<file path="src/rtl/ami_cmd_arb_pkg.sv">
// ----------------------------------------------------------------------------
// ami_cmd_arb_pkg
// Shared AMI definitions: DMA direction encoding, channel FSM states and the
// requester-index width helper used by the command arbiter and its picker.
// ----------------------------------------------------------------------------
package ami_cmd_arb_pkg;

    // Direction encoding carried on req_dir
    localparam logic DIR_WR = 1'b0;
    localparam logic DIR_RD = 1'b1;

    // Per-channel command FSM
    typedef enum logic {
        ST_IDLE  = 1'b0,
        ST_ISSUE = 1'b1
    } ch_state_e;

    // Requester index width; never narrower than one bit
    function automatic int idx_w(input int n);
        return (n > 1) ? $clog2(n) : 1;
    endfunction

endpackage

</file>
<file path="src/rtl/ami_rr_pick.sv">
// ----------------------------------------------------------------------------
// ami_rr_pick
// Round-robin picker: grants the first requesting index found searching
// upward from i_ptr, wrapping past NREQ-1 back to 0.
// Ports:
//   i_req       request vector
//   i_ptr       index to start the search from
//   o_gnt_valid at least one request present
//   o_gnt_idx   granted index (0 when no request)
//   o_gnt_oh    one-hot grant (all zero when no request)
// ----------------------------------------------------------------------------
module ami_rr_pick
    import ami_cmd_arb_pkg::*;
#(
    parameter int NREQ = 4,
    parameter int IDXW = idx_w(NREQ)
) (
    input  logic [NREQ-1:0] i_req,
    input  logic [IDXW-1:0] i_ptr,
    output logic            o_gnt_valid,
    output logic [IDXW-1:0] o_gnt_idx,
    output logic [NREQ-1:0] o_gnt_oh
);

    logic [NREQ-1:0] w_upper;
    logic [NREQ-1:0] w_sel;

    // Prefer requests at or above the pointer; otherwise wrap to the whole
    // vector. The lowest set bit of the chosen set is then the grant.
    always_comb begin
        w_upper = {NREQ{1'b0}};
        for (int i = 0; i < NREQ; i++) begin
            w_upper[i] = i_req[i] & (IDXW'(i) >= i_ptr);
        end
        w_sel       = (|w_upper) ? w_upper : i_req;
        // Two's-complement trick isolates the lowest set bit
        o_gnt_oh    = w_sel & (~w_sel + {{(NREQ-1){1'b0}}, 1'b1});
        o_gnt_valid = |i_req;
        o_gnt_idx   = {IDXW{1'b0}};
        for (int i = 0; i < NREQ; i++) begin
            o_gnt_idx = o_gnt_idx | (o_gnt_oh[i] ? IDXW'(i) : {IDXW{1'b0}});
        end
    end

endmodule

</file>
<file path="src/rtl/ami_cmd_arb.sv">
// ----------------------------------------------------------------------------
// ami_cmd_arb
// Arbitrates NREQ DMA command requesters onto the AMI DMA-write and DMA-read
// command ports. Each direction is an independent IDLE/ISSUE channel with its
// own round-robin pointer. Zero-length commands are dropped and reported.
// Ports:
//   clk, reset_n                     clock, async active-low reset
//   req_valid/req_ready/req_dir      per-requester command handshake + direction
//   req_sa/req_len                   per-requester start address / length (packed)
//   cfg_dmaw_*                       DMA-write command port (valid/ready/sa/len)
//   cfg_dmar_*                       DMA-read command port (valid/ready/sa/len)
//   err_zlen/err_idx                 one-cycle report of a dropped zero-length cmd
// ----------------------------------------------------------------------------
module ami_cmd_arb
    import ami_cmd_arb_pkg::*;
#(
    parameter int NREQ  = 4,
    parameter int CFG_W = 32,
    parameter int IDXW  = idx_w(NREQ)
) (
    input  logic                  clk,
    input  logic                  reset_n,
    input  logic [NREQ-1:0]       req_valid,
    output logic [NREQ-1:0]       req_ready,
    input  logic [NREQ-1:0]       req_dir,
    input  logic [NREQ*CFG_W-1:0] req_sa,
    input  logic [NREQ*CFG_W-1:0] req_len,
    output logic                  cfg_dmaw_valid,
    input  logic                  cfg_dmaw_ready,
    output logic [CFG_W-1:0]      cfg_dmaw_sa,
    output logic [CFG_W-1:0]      cfg_dmaw_len,
    output logic                  cfg_dmar_valid,
    input  logic                  cfg_dmar_ready,
    output logic [CFG_W-1:0]      cfg_dmar_sa,
    output logic [CFG_W-1:0]      cfg_dmar_len,
    output logic                  err_zlen,
    output logic [IDXW-1:0]       err_idx
);

    ch_state_e         r_wr_state, r_rd_state;
    logic [IDXW-1:0]   r_wr_ptr, r_rd_ptr;
    logic              r_hold_v;
    logic [IDXW-1:0]   r_hold_idx;

    logic [NREQ-1:0]   w_wr_cand, w_rd_cand;
    logic              w_wr_gv, w_rd_gv;
    logic [IDXW-1:0]   w_wr_idx, w_rd_idx;
    logic [NREQ-1:0]   w_wr_oh, w_rd_oh;
    logic              w_wr_grant, w_rd_grant;
    logic [CFG_W-1:0]  w_wr_sa, w_wr_len, w_rd_sa, w_rd_len;
    logic              w_wr_zdrop, w_rd_zdrop;

    // Split valid requesters into the write and read candidate sets
    always_comb begin
        w_wr_cand = {NREQ{1'b0}};
        w_rd_cand = {NREQ{1'b0}};
        for (int i = 0; i < NREQ; i++) begin
            w_wr_cand[i] = req_valid[i] & (req_dir[i] == DIR_WR);
            w_rd_cand[i] = req_valid[i] & (req_dir[i] == DIR_RD);
        end
    end

    ami_rr_pick #(.NREQ(NREQ), .IDXW(IDXW)) u_wr_pick (
        .i_req       (w_wr_cand),
        .i_ptr       (r_wr_ptr),
        .o_gnt_valid (w_wr_gv),
        .o_gnt_idx   (w_wr_idx),
        .o_gnt_oh    (w_wr_oh)
    );

    ami_rr_pick #(.NREQ(NREQ), .IDXW(IDXW)) u_rd_pick (
        .i_req       (w_rd_cand),
        .i_ptr       (r_rd_ptr),
        .o_gnt_valid (w_rd_gv),
        .o_gnt_idx   (w_rd_idx),
        .o_gnt_oh    (w_rd_oh)
    );

    assign w_wr_grant = (r_wr_state == ST_IDLE) & w_wr_gv;
    assign w_rd_grant = (r_rd_state == ST_IDLE) & w_rd_gv;

    // One-hot select of the granted requester's address and length
    always_comb begin
        w_wr_sa  = {CFG_W{1'b0}};
        w_wr_len = {CFG_W{1'b0}};
        w_rd_sa  = {CFG_W{1'b0}};
        w_rd_len = {CFG_W{1'b0}};
        for (int i = 0; i < NREQ; i++) begin
            w_wr_sa  = w_wr_sa  | (req_sa [i*CFG_W +: CFG_W] & {CFG_W{w_wr_oh[i]}});
            w_wr_len = w_wr_len | (req_len[i*CFG_W +: CFG_W] & {CFG_W{w_wr_oh[i]}});
            w_rd_sa  = w_rd_sa  | (req_sa [i*CFG_W +: CFG_W] & {CFG_W{w_rd_oh[i]}});
            w_rd_len = w_rd_len | (req_len[i*CFG_W +: CFG_W] & {CFG_W{w_rd_oh[i]}});
        end
    end

    assign w_wr_zdrop = w_wr_grant & (w_wr_len == {CFG_W{1'b0}});
    assign w_rd_zdrop = w_rd_grant & (w_rd_len == {CFG_W{1'b0}});

    // Accept is combinational from req_valid so the requester sees it in the
    // grant cycle; forced low while reset is asserted.
    always_comb begin
        if (!reset_n) begin
            req_ready = {NREQ{1'b0}};
        end else begin
            req_ready = (w_wr_grant ? w_wr_oh : {NREQ{1'b0}})
                      | (w_rd_grant ? w_rd_oh : {NREQ{1'b0}});
        end
    end

    // Write channel FSM: grant/drop in IDLE, hold the command in ISSUE
    always_ff @(posedge clk or negedge reset_n) begin
        if (!reset_n) begin
            r_wr_state     <= ST_IDLE;
            r_wr_ptr       <= {IDXW{1'b0}};
            cfg_dmaw_valid <= 1'b0;
            cfg_dmaw_sa    <= {CFG_W{1'b0}};
            cfg_dmaw_len   <= {CFG_W{1'b0}};
        end else begin
            case (r_wr_state)
                ST_IDLE: begin
                    if (w_wr_gv) begin
                        r_wr_ptr <= (w_wr_idx == IDXW'(NREQ-1)) ? {IDXW{1'b0}}
                                                                : w_wr_idx + IDXW'(1'b1);
                        if (!w_wr_zdrop) begin
                            cfg_dmaw_valid <= 1'b1;
                            cfg_dmaw_sa    <= w_wr_sa;
                            cfg_dmaw_len   <= w_wr_len;
                            r_wr_state     <= ST_ISSUE;
                        end else begin
                            r_wr_state     <= ST_IDLE;
                        end
                    end else begin
                        r_wr_state <= ST_IDLE;
                    end
                end
                ST_ISSUE: begin
                    if (cfg_dmaw_ready) begin
                        cfg_dmaw_valid <= 1'b0;
                        r_wr_state     <= ST_IDLE;
                    end else begin
                        r_wr_state     <= ST_ISSUE;
                    end
                end
                default: begin
                    cfg_dmaw_valid <= 1'b0;
                    r_wr_state     <= ST_IDLE;
                end
            endcase
        end
    end

    // Read channel FSM: same behaviour as the write channel
    always_ff @(posedge clk or negedge reset_n) begin
        if (!reset_n) begin
            r_rd_state     <= ST_IDLE;
            r_rd_ptr       <= {IDXW{1'b0}};
            cfg_dmar_valid <= 1'b0;
            cfg_dmar_sa    <= {CFG_W{1'b0}};
            cfg_dmar_len   <= {CFG_W{1'b0}};
        end else begin
            case (r_rd_state)
                ST_IDLE: begin
                    if (w_rd_gv) begin
                        r_rd_ptr <= (w_rd_idx == IDXW'(NREQ-1)) ? {IDXW{1'b0}}
                                                                : w_rd_idx + IDXW'(1'b1);
                        if (!w_rd_zdrop) begin
                            cfg_dmar_valid <= 1'b1;
                            cfg_dmar_sa    <= w_rd_sa;
                            cfg_dmar_len   <= w_rd_len;
                            r_rd_state     <= ST_ISSUE;
                        end else begin
                            r_rd_state     <= ST_IDLE;
                        end
                    end else begin
                        r_rd_state <= ST_IDLE;
                    end
                end
                ST_ISSUE: begin
                    if (cfg_dmar_ready) begin
                        cfg_dmar_valid <= 1'b0;
                        r_rd_state     <= ST_IDLE;
                    end else begin
                        r_rd_state     <= ST_ISSUE;
                    end
                end
                default: begin
                    cfg_dmar_valid <= 1'b0;
                    r_rd_state     <= ST_IDLE;
                end
            endcase
        end
    end

    // Zero-length reporting, oldest first: held report, then write, then read.
    // Only one report can be held; if the holding slot is busy while both
    // channels drop in the same cycle, the newest (read) report is lost.
    always_ff @(posedge clk or negedge reset_n) begin
        if (!reset_n) begin
            err_zlen   <= 1'b0;
            err_idx    <= {IDXW{1'b0}};
            r_hold_v   <= 1'b0;
            r_hold_idx <= {IDXW{1'b0}};
        end else if (r_hold_v) begin
            err_zlen   <= 1'b1;
            err_idx    <= r_hold_idx;
            r_hold_v   <= w_wr_zdrop | w_rd_zdrop;
            r_hold_idx <= w_wr_zdrop ? w_wr_idx : w_rd_idx;
        end else if (w_wr_zdrop) begin
            err_zlen   <= 1'b1;
            err_idx    <= w_wr_idx;
            r_hold_v   <= w_rd_zdrop;
            r_hold_idx <= w_rd_idx;
        end else if (w_rd_zdrop) begin
            err_zlen   <= 1'b1;
            err_idx    <= w_rd_idx;
            r_hold_v   <= 1'b0;
            r_hold_idx <= {IDXW{1'b0}};
        end else begin
            err_zlen   <= 1'b0;
            err_idx    <= {IDXW{1'b0}};
            r_hold_v   <= 1'b0;
            r_hold_idx <= {IDXW{1'b0}};
        end
    end

endmodule

</file>
<file path="config.mk">
export PLATFORM = sky130hd
export DESIGN_NAME = ami_cmd_arb
export DESIGN_NICKNAME = d
export VERILOG_FILES = /design/src/rtl/ami_cmd_arb_pkg.sv /design/src/rtl/ami_rr_pick.sv /design/src/rtl/ami_cmd_arb.sv
export SDC_FILE = /design/constraint.sdc
export NUM_CORES = 1
export LEC_CHECK = 0
export BUFFER_PORTS_ARGS = -buffer_cell sky130_fd_sc_hd__buf_4
export CAP_MARGIN = 10
export CORE_AREA = 2 2 156 158
export CTS_CLUSTER_DIAMETER = 60
export DETAILED_ROUTE_END_ITERATION = 12
export DIE_AREA = 0 0 158 160
export PLACE_DENSITY = 0.73
export SYNTH_ARGS = -nofsm -noshare
export SYNTH_HDL_FRONTEND = slang
export SYNTH_SLANG_ARGS = --single-unit
</file>
<file path="constraint.sdc">
create_clock -name clk -period 4.4 [get_ports clk]
set_input_delay 0.66 -clock clk [delete_from_list [all_inputs] [get_ports clk]]
set_output_delay 0.66 -clock clk [all_outputs]
set_load 0.005 [all_outputs]
</file>
==> flow_metrics.py, run 1 <==
metrics = {
    "outcome": {
        "outcome": "finished, violations left",
        "violations": "DRC",
    },
    "yosys": {
        "ys_types": 64,
        "ys_async_sr_fraction_pct": 100.0,
        "synth_ff_type": "dfrtp_1",
        "synthCells": 942,
        "synth-seq-area-share_pct": 40.37,
        "synth-edff-count": 0,
        "ys_warn_count": 0,
        "syn_avg_cell_area_um2": 9.344,
        "ys_seq_elements": 142,
        "synth_fp_nets": 1210,
        "synthesis.area_mm2": 0.008802,
    },
    "clock_network": {
        "clk_path_buf_depth": 2,
        "cts_hold_buf": 0,
        "cts_setup_buffers": 0,
        "cts-root-buf": "clkbuf_16",
        "cts_sinks": 142,
        "postCtsResizedCells": 0,
        "cts_tree": "yes",
        "clkLatencyLatePin_ps": 420,
        "path_clk_slew_ps": 60,
        "numCtsBuffers": 17,
        "cts_htree_levels": 4,
    },
    "critical_path": {
        "path_cells": "and2_1 -> o21ai_2 -> nor3_2 -> buf_4 -> buf_4 -> o21ai_0 -> nand3_1 -> nand4b_1 -> nor3_4 -> a21oi_4 -> buf_12 -> mux2_2",
        "r2r_cells": 12,
        "critPathArrivalTime_ps": 4200,
        "critical_path.top_delay_family": "simple AND/OR/NAND/NOR gates",
        "ff2ff_setup_slack_ps": 500,
        "cp_num_cells": 12,
        "critPathLaunchType": "flop",
        "crit_required_ps": 4700,
        "cp_slowest_cell": "nor3_2",
        "slowest_delay_ps": 790,
        "worst-path-buf-inv": 3,
        "reg2reg_from": "r_wr_ptr[0]",
        "endpoint_kind": "flop",
        "crit_top_cell": "buf_4",
        "crit_path_max_fanout": 41,
        "path_class": "flop to flop",
        "r2r-end": "cfg_dmaw_len[10]",
    },
    "timing": {
        "hold_violations": 0,
        "max-slew-margin-rel_pct": 24.90,
        "max_clock_freq_mhz": 256.3,
        "slew_viol_final": 0,
        "rsz0062_at_grt": "no",
        "clock_skew_ps": 15.48,
        "timing.final.crit_share_pct": 88.66,
        "worstMarginPinSlew_ps": 1112,
        "fin_tns_setup_ps": 0,
        "fin_crit_ps": 3901,
        "setup-violations-final": 0,
    },
    "global_route": {
        "grt_overflow_total": 0,
        "grt_use_met3_pct": 7.218,
        "grt.busiest_layer": "met2",
        "grt_usage_pct": 31.92,
        "antenna_found_initial": 0,
        "use_met2_pct": 50.34,
        "first_global_vias": 9928,
        "grt_max_degree": 76,
        "grt_first_pass_wirelength_um": 61090,
        "met1_usage_pct": 42.26,
    },
    "route": {
        "totalWireLength_um": 41720,
        "vias": 10330,
        "vias_per_cell": 6.251,
        "ant_nets": 0,
        "dr.pass1.iters": 13,
        "drt-initial-drc-count": 1617,
        "routedWlPerCell_um": 25.24,
        "drc_errors": 1,
    },
    "finish": {
        "drive_gt1_share_pct": 40.93,
        "final_core_util_pct": 54.16,
        "nets": 1585,
        "area_delta_synth_final_pct": 46.57,
        "diodes": 0,
        "final_cells": 1653,
    },
    "run": {
        "max_cap_violations": 0,
    },
    "placed_design": {
        "gp_congestion": 1.028,
        "post-place-cells": 1622,
        "hpwl_um": 31390,
        "place.port_buffers": 404,
    },
    "power_and_ir_drop": {
        "ir_worst_vdd_mv": 0.2583,
        "p_per_area_mw_per_mm2": 567.2,
        "power_mw": 7.318,
        "leakage_nw": 6.107,
    },
    "floorplan": {
        "start_util_pct": 36.95,
        "core_mm2": 0.02382,
        "io_pins": 405,
        "die_h_um": 160,
        "die_area_mm2": 0.02528,
        "die_x_um": 158,
        "rows": 57,
    },
    "worst_hold_path": {
        "hp-class": "primary input to async pin",
    },
}
## cell families after synthesis
logic type	after synthesis	synth area share (%)
flip-flops	142	40.37
buffers and inverters	107	5.231
adder cells (fa/ha/maj)	1	0.1137
multiplexers	78	11.00
AND/OR/NAND/NOR	328	17.48
AO/OA/AOI/OAI	286	25.80
## worst max path at each step
| stage | from | to | slack [ps] |
|---|---|---|---|
| 2_1_floorplan | req_dir[0] | cfg_dmaw_len[29] | 1060 |
| 3_3_place_gp | req_dir[2] | cfg_dmaw_len[13] | 200 |
| 3_5_place_dp | req_dir[2] | cfg_dmaw_len[1] | 240 |
| 4_1_cts | r_wr_ptr[0] | cfg_dmaw_len[1] | 610 |
| 5_1_grt | r_wr_ptr[0] | cfg_dmaw_len[1] | 340 |
| 6_report | r_wr_ptr[0] | cfg_dmaw_len[10] | 500 |
## layer usage
layer  share of wire [%]  vias to the layer above
met5                   0                        -
met4                 4.3                        0
met3                  10                      124
met2                  46                      778
met1                  39                     5010
li1                    -                     4421
## cells in the final DEF (no fill, tap or decap), types with 10 or more instances in the layout
master / netlist / routed
a221o_1: 21 / 21
nor2_1: 59 / 59
inv_1: 23 / 23
a21oi_1: 33 / 32
nand3_1: 17 / 17
nand2_1: 159 / 159
nor2b_1: 10 / 10
o21ai_0: 30 / 30
a22oi_1: 12 / 12
dfrtp_1: 142 / 142
and3_1: 17 / 17
a31oi_1: 42 / 42
o2111ai_1: 11 / 11
a222oi_1: 89 / 89
mux2i_1: 12 / 12
clkbuf_16: 0 / 17
mux2_4: 28 / 28
buf_4: 0 / 431
mux2_2: 29 / 29
nor4_1: 20 / 20
## report_power, final
group / switching [mW] / total [mW] / internal, mW
clock: 0.609 / 1.56 / 0.954
combinational: 1.65 / 3.42 / 1.78
sequential: 0.431 / 2.33 / 1.90
## cell type report
cell class	count	area, um2
Sequential cell	142	3553
Fill cell	2239	10920
Tap cell	324	405.4
Clock buffer	19	432.9
Clock inverter	12	187.7
Multi-Input combinational cell	693	4828
Timing Repair Buffer	440	3407
Inverter	23	86.33
## cells in the mapped netlist (2+ instances only)
master	count	area, um2
a21o_1	8	60.06
a21oi_1	33	165.2
a221o_1	21	210.2
a221oi_1	3	26.28
a222oi_1	89	890.9
a22o_1	6	52.55
a22oi_1	12	90.09
a31oi_1	42	262.8
a41o_1	2	20.02
and2_1	7	43.79
and3_1	17	106.4
and3b_1	2	17.52
buf_1	8	30.03
buf_2	16	80.08
buf_6	5	56.30
clkbuf_1	54	202.7
dfrtp_1	142	3553
inv_1	23	86.33
mux2_1	9	101.4
mux2_2	29	326.6
mux2_4	28	420.4
mux2i_1	12	120.1
nand2_1	159	596.8
nand2b_1	5	31.28
nand3_1	17	85.08
nand4_1	6	37.54
nor2_1	59	221.5
nor2b_1	10	62.56
nor3_1	7	35.03
nor4_1	20	125.1
o2111ai_1	11	96.34
o211ai_1	3	22.52
o21a_1	7	52.55
o21ai_0	30	150.1
o21bai_1	2	15.01
o31a_1	3	26.28
o31ai_1	2	15.01
or2_2	3	18.77
or3_1	2	12.51
or4_1	4	30.03
## sequential cells by signal (all words and copies together) (netlist names)
register        count
cfg_dmar_sa        32
r_hold_idx          2
r_wr_ptr            2
err_zlen            1
err_idx             2
r_rd_ptr            2
cfg_dmar_len       32
cfg_dmaw_sa        32
r_wr_state          1
cfg_dmaw_valid      1
r_rd_state          1
r_hold_v            1
cfg_dmar_valid      1
cfg_dmaw_len       32
## stage by stage
step | area, um2 | hold WS [ps] | setup slack (ps)
floorplan | 8802 | 364.4 | 1055
finish | 12900 | 239.5 | 498.9
global placement | 12280 | 426.4 | 202.6
global route | 12900 | 275.0 | 338.6
detailed placement | 12280 | 427.5 | 241.0
CTS | 12900 | 252.3 | 610.2
Power figures use the tool's default switching activity.
==> run 2: changes to the inputs <==
--- a/config.mk
+++ b/config.mk
@@ -14,4 +14,5 @@
 export PLACE_DENSITY = 0.73
 export SYNTH_ARGS = -nofsm -noshare
 export SYNTH_HDL_FRONTEND = slang
+export SYNTH_HIERARCHICAL = 1
 export SYNTH_SLANG_ARGS = --single-unit
==> run 2 against run 1 <==
Effect of this change:
- the flow now finishes without violations
- routed wire length fell by 9.7%
- sequential power is 2% higher
- worst hold slack gained 8.9 ps
- critical path type is now primary input to flop
==> flow_metrics.py, run 2 <==
metrics = {
    "clock_network": {
        "cts-root-buf": "clkbuf_16",
        "cts_tree": "yes",
        "cts_hold_buf": 0,
        "clkLatencyLatePin_ps": 420,
        "cts_setup_buffers": 0,
        "cts_sinks": 142,
        "numCtsBuffers": 17,
        "cts_htree_levels": 4,
        "path_clk_slew_ps": 70,
        "clk_path_buf_depth": 2,
        "postCtsResizedCells": 0,
    },
    "timing": {
        "fin_crit_ps": 3902,
        "max_clock_freq_mhz": 256.3,
        "fin_tns_setup_ps": 0,
        "setup-violations-final": 0,
        "hold_ws_ps": 248.4,
        "worstMarginPinSlew_ps": 890.9,
        "slew_viol_final": 0,
        "max-slew-margin-rel_pct": 40.60,
        "rsz0062_at_grt": "no",
        "clock_skew_ps": 12.55,
        "timing.final.crit_share_pct": 88.68,
        "hold_violations": 0,
    },
    "yosys": {
        "synth_top_area_cell": "dfrtp_1",
        "muxShareOfSynthArea_pct": 16.33,
        "ys_seq_elements": 142,
        "yosys.area_share.xor_xnor_pct": 0,
        "synthTopCellsByCount": "230 x a22oi_1, 142 x dfrtp_1, 130 x nand2_1",
        "synthesis.area_mm2": 0.008826,
        "ys_types": 49,
        "synth-seq-area-share_pct": 40.26,
        "ys_warn_count": 6,
        "synthAdderAreaFrac_pct": 0.3969,
        "synth_fp_nets": 1153,
        "syn_avg_cell_area_um2": 9.995,
        "synth-edff-count": 0,
        "synth_ff_type": "dfrtp_1",
        "synthCells": 883,
        "ys_async_sr_fraction_pct": 100.0,
        "synth_top_area_share_pct": 40.26,
        "synth_most_common_cell": "a22oi_1",
        "synth_top_family_by_area": "compound AO/OA/AOI/OAI gates",
        "synth_simple_gate_area_share_pct": 10.12,
        "synth.area.top_cells": "dfrtp_1 40%, a22oi_1 20%, mux2_1 9.2%",
        "synth_compound_area_share_pct": 26.88,
    },
    "power_and_ir_drop": {
        "ir_worst_vdd_mv": 0.3019,
        "p_per_area_mw_per_mm2": 546.6,
        "leakage_nw": 6.330,
    },
    "run": {
        "max_cap_violations": 0,
    },
    "critical_path": {
        "critPathLaunchType": "primary input",
        "r2r_cells": 10,
        "path_class": "primary input to flop",
        "endpoint_kind": "flop",
        "crit_path_max_fanout": 35,
        "crit_required_ps": 4700,
        "critPathArrivalTime_ps": 4200,
    },
    "global_route": {
        "first_global_vias": 9296,
        "grt_first_pass_wirelength_um": 55570,
        "grt_usage_pct": 29.05,
        "grt_max_degree": 81,
        "antenna_found_initial": 0,
        "grt_overflow_total": 0,
    },
    "placed_design": {
        "place.port_buffers": 404,
        "post-place-cells": 1567,
        "gp_congestion": 0.9981,
        "dpl_cell_area_mm2": 0.01222,
        "hpwl_um": 28350,
    },
    "floorplan": {
        "die_x_um": 158,
        "io_pins": 405,
        "core_mm2": 0.02382,
        "die_h_um": 160,
        "start_util_pct": 37.05,
        "die_area_mm2": 0.02528,
        "rows": 57,
    },
    "finish": {
        "fin_area_mm2": 0.01283,
        "final_cells": 1599,
        "nets": 1532,
        "area_delta_synth_final_pct": 45.32,
        "final_common_cell": "buf_4",
        "drive_gt1_share_pct": 41.96,
        "diodes": 0,
        "final_cell_mix": "435 x buf_4, 230 x a22oi_1, 142 x dfrtp_1",
    },
    "route": {
        "ant_nets": 0,
        "drt-initial-drc-count": 1222,
        "vias": 9499,
        "drc_errors": 0,
        "vias_per_cell": 5.941,
        "dr.pass1.iters": 6,
        "routedWlPerCell_um": 23.56,
        "totalWireLength_um": 37670,
    },
    "outcome": {
        "outcome": "completed",
    },
    "worst_hold_path": {
        "hp-class": "primary input to async pin",
    },
}
## run 2: kinds of logic after synthesis
kind of cell               Yosys count
adders and majority gates            3
DFF                                142
and+or+nand+nor                    194
muxes                              130
AOI/OAI and AO/OA                  309
buffers and inverters              105
## run 2: final timing paths
| path | slack, ps | end | startpoint |
|---|---|---|---|
| max in group asynchronous | 2730 | cfg_dmaw_sa[11] | reset_n |
| min in group clk | 440 | r_rd_state | cfg_dmar_ready |
| min reg2reg | 480 | cfg_dmaw_sa[23] | cfg_dmaw_sa[23] |
| max reg2reg | 510 | cfg_dmar_sa[10] | r_rd_ptr[1] |
| max | 500 | cfg_dmar_sa[10] | req_dir[1] |
| min | 250 | cfg_dmaw_len[12] | reset_n |
## run 2: routing by layer
metal  share of wire, %  track usage (%)
met1                 39            37.00
met2                 48            47.17
met3                8.6            7.028
met4                4.1            11.96
met5                  0                0
## run 2: through the flow
step                      utilization [%]  setup slack (ps)  power (mW)
final                               53.84             498.3       7.011
after global routing                53.84             249.4       7.385
after CTS                           53.84             557.5       7.042
after detailed placement            51.30             158.9       5.527
after global placement              51.30             284.8       5.459
after floorplan                         -             835.7       3.678
## run 2: final cells by class
class,instances,area (um2)
clock buffer,19,452.9
clock inverter,13,152.6
timing repair buffer,441,3377
fill,2232,10990
multi-input combinational,636,4795
inverter,24,90.09
sequential,142,3553
tap,324,405.4
## run 2: worst max-delay path, stage by stage
cell and delay, ps:
buf_4 80, and2_1 300, nor2_1 110, o21ai_0 370
a21boi_4 290, a22oi_1 260, nand2_1 100, or4_1 560
or4_4 570, o21ai_4 230, buf_12 260, mux2_2 370
## run 2: report_power, final
part	internal (mW)	switching, mW
registers	1.93	0.454
clock network	0.877	0.609
logic	1.67	1.47
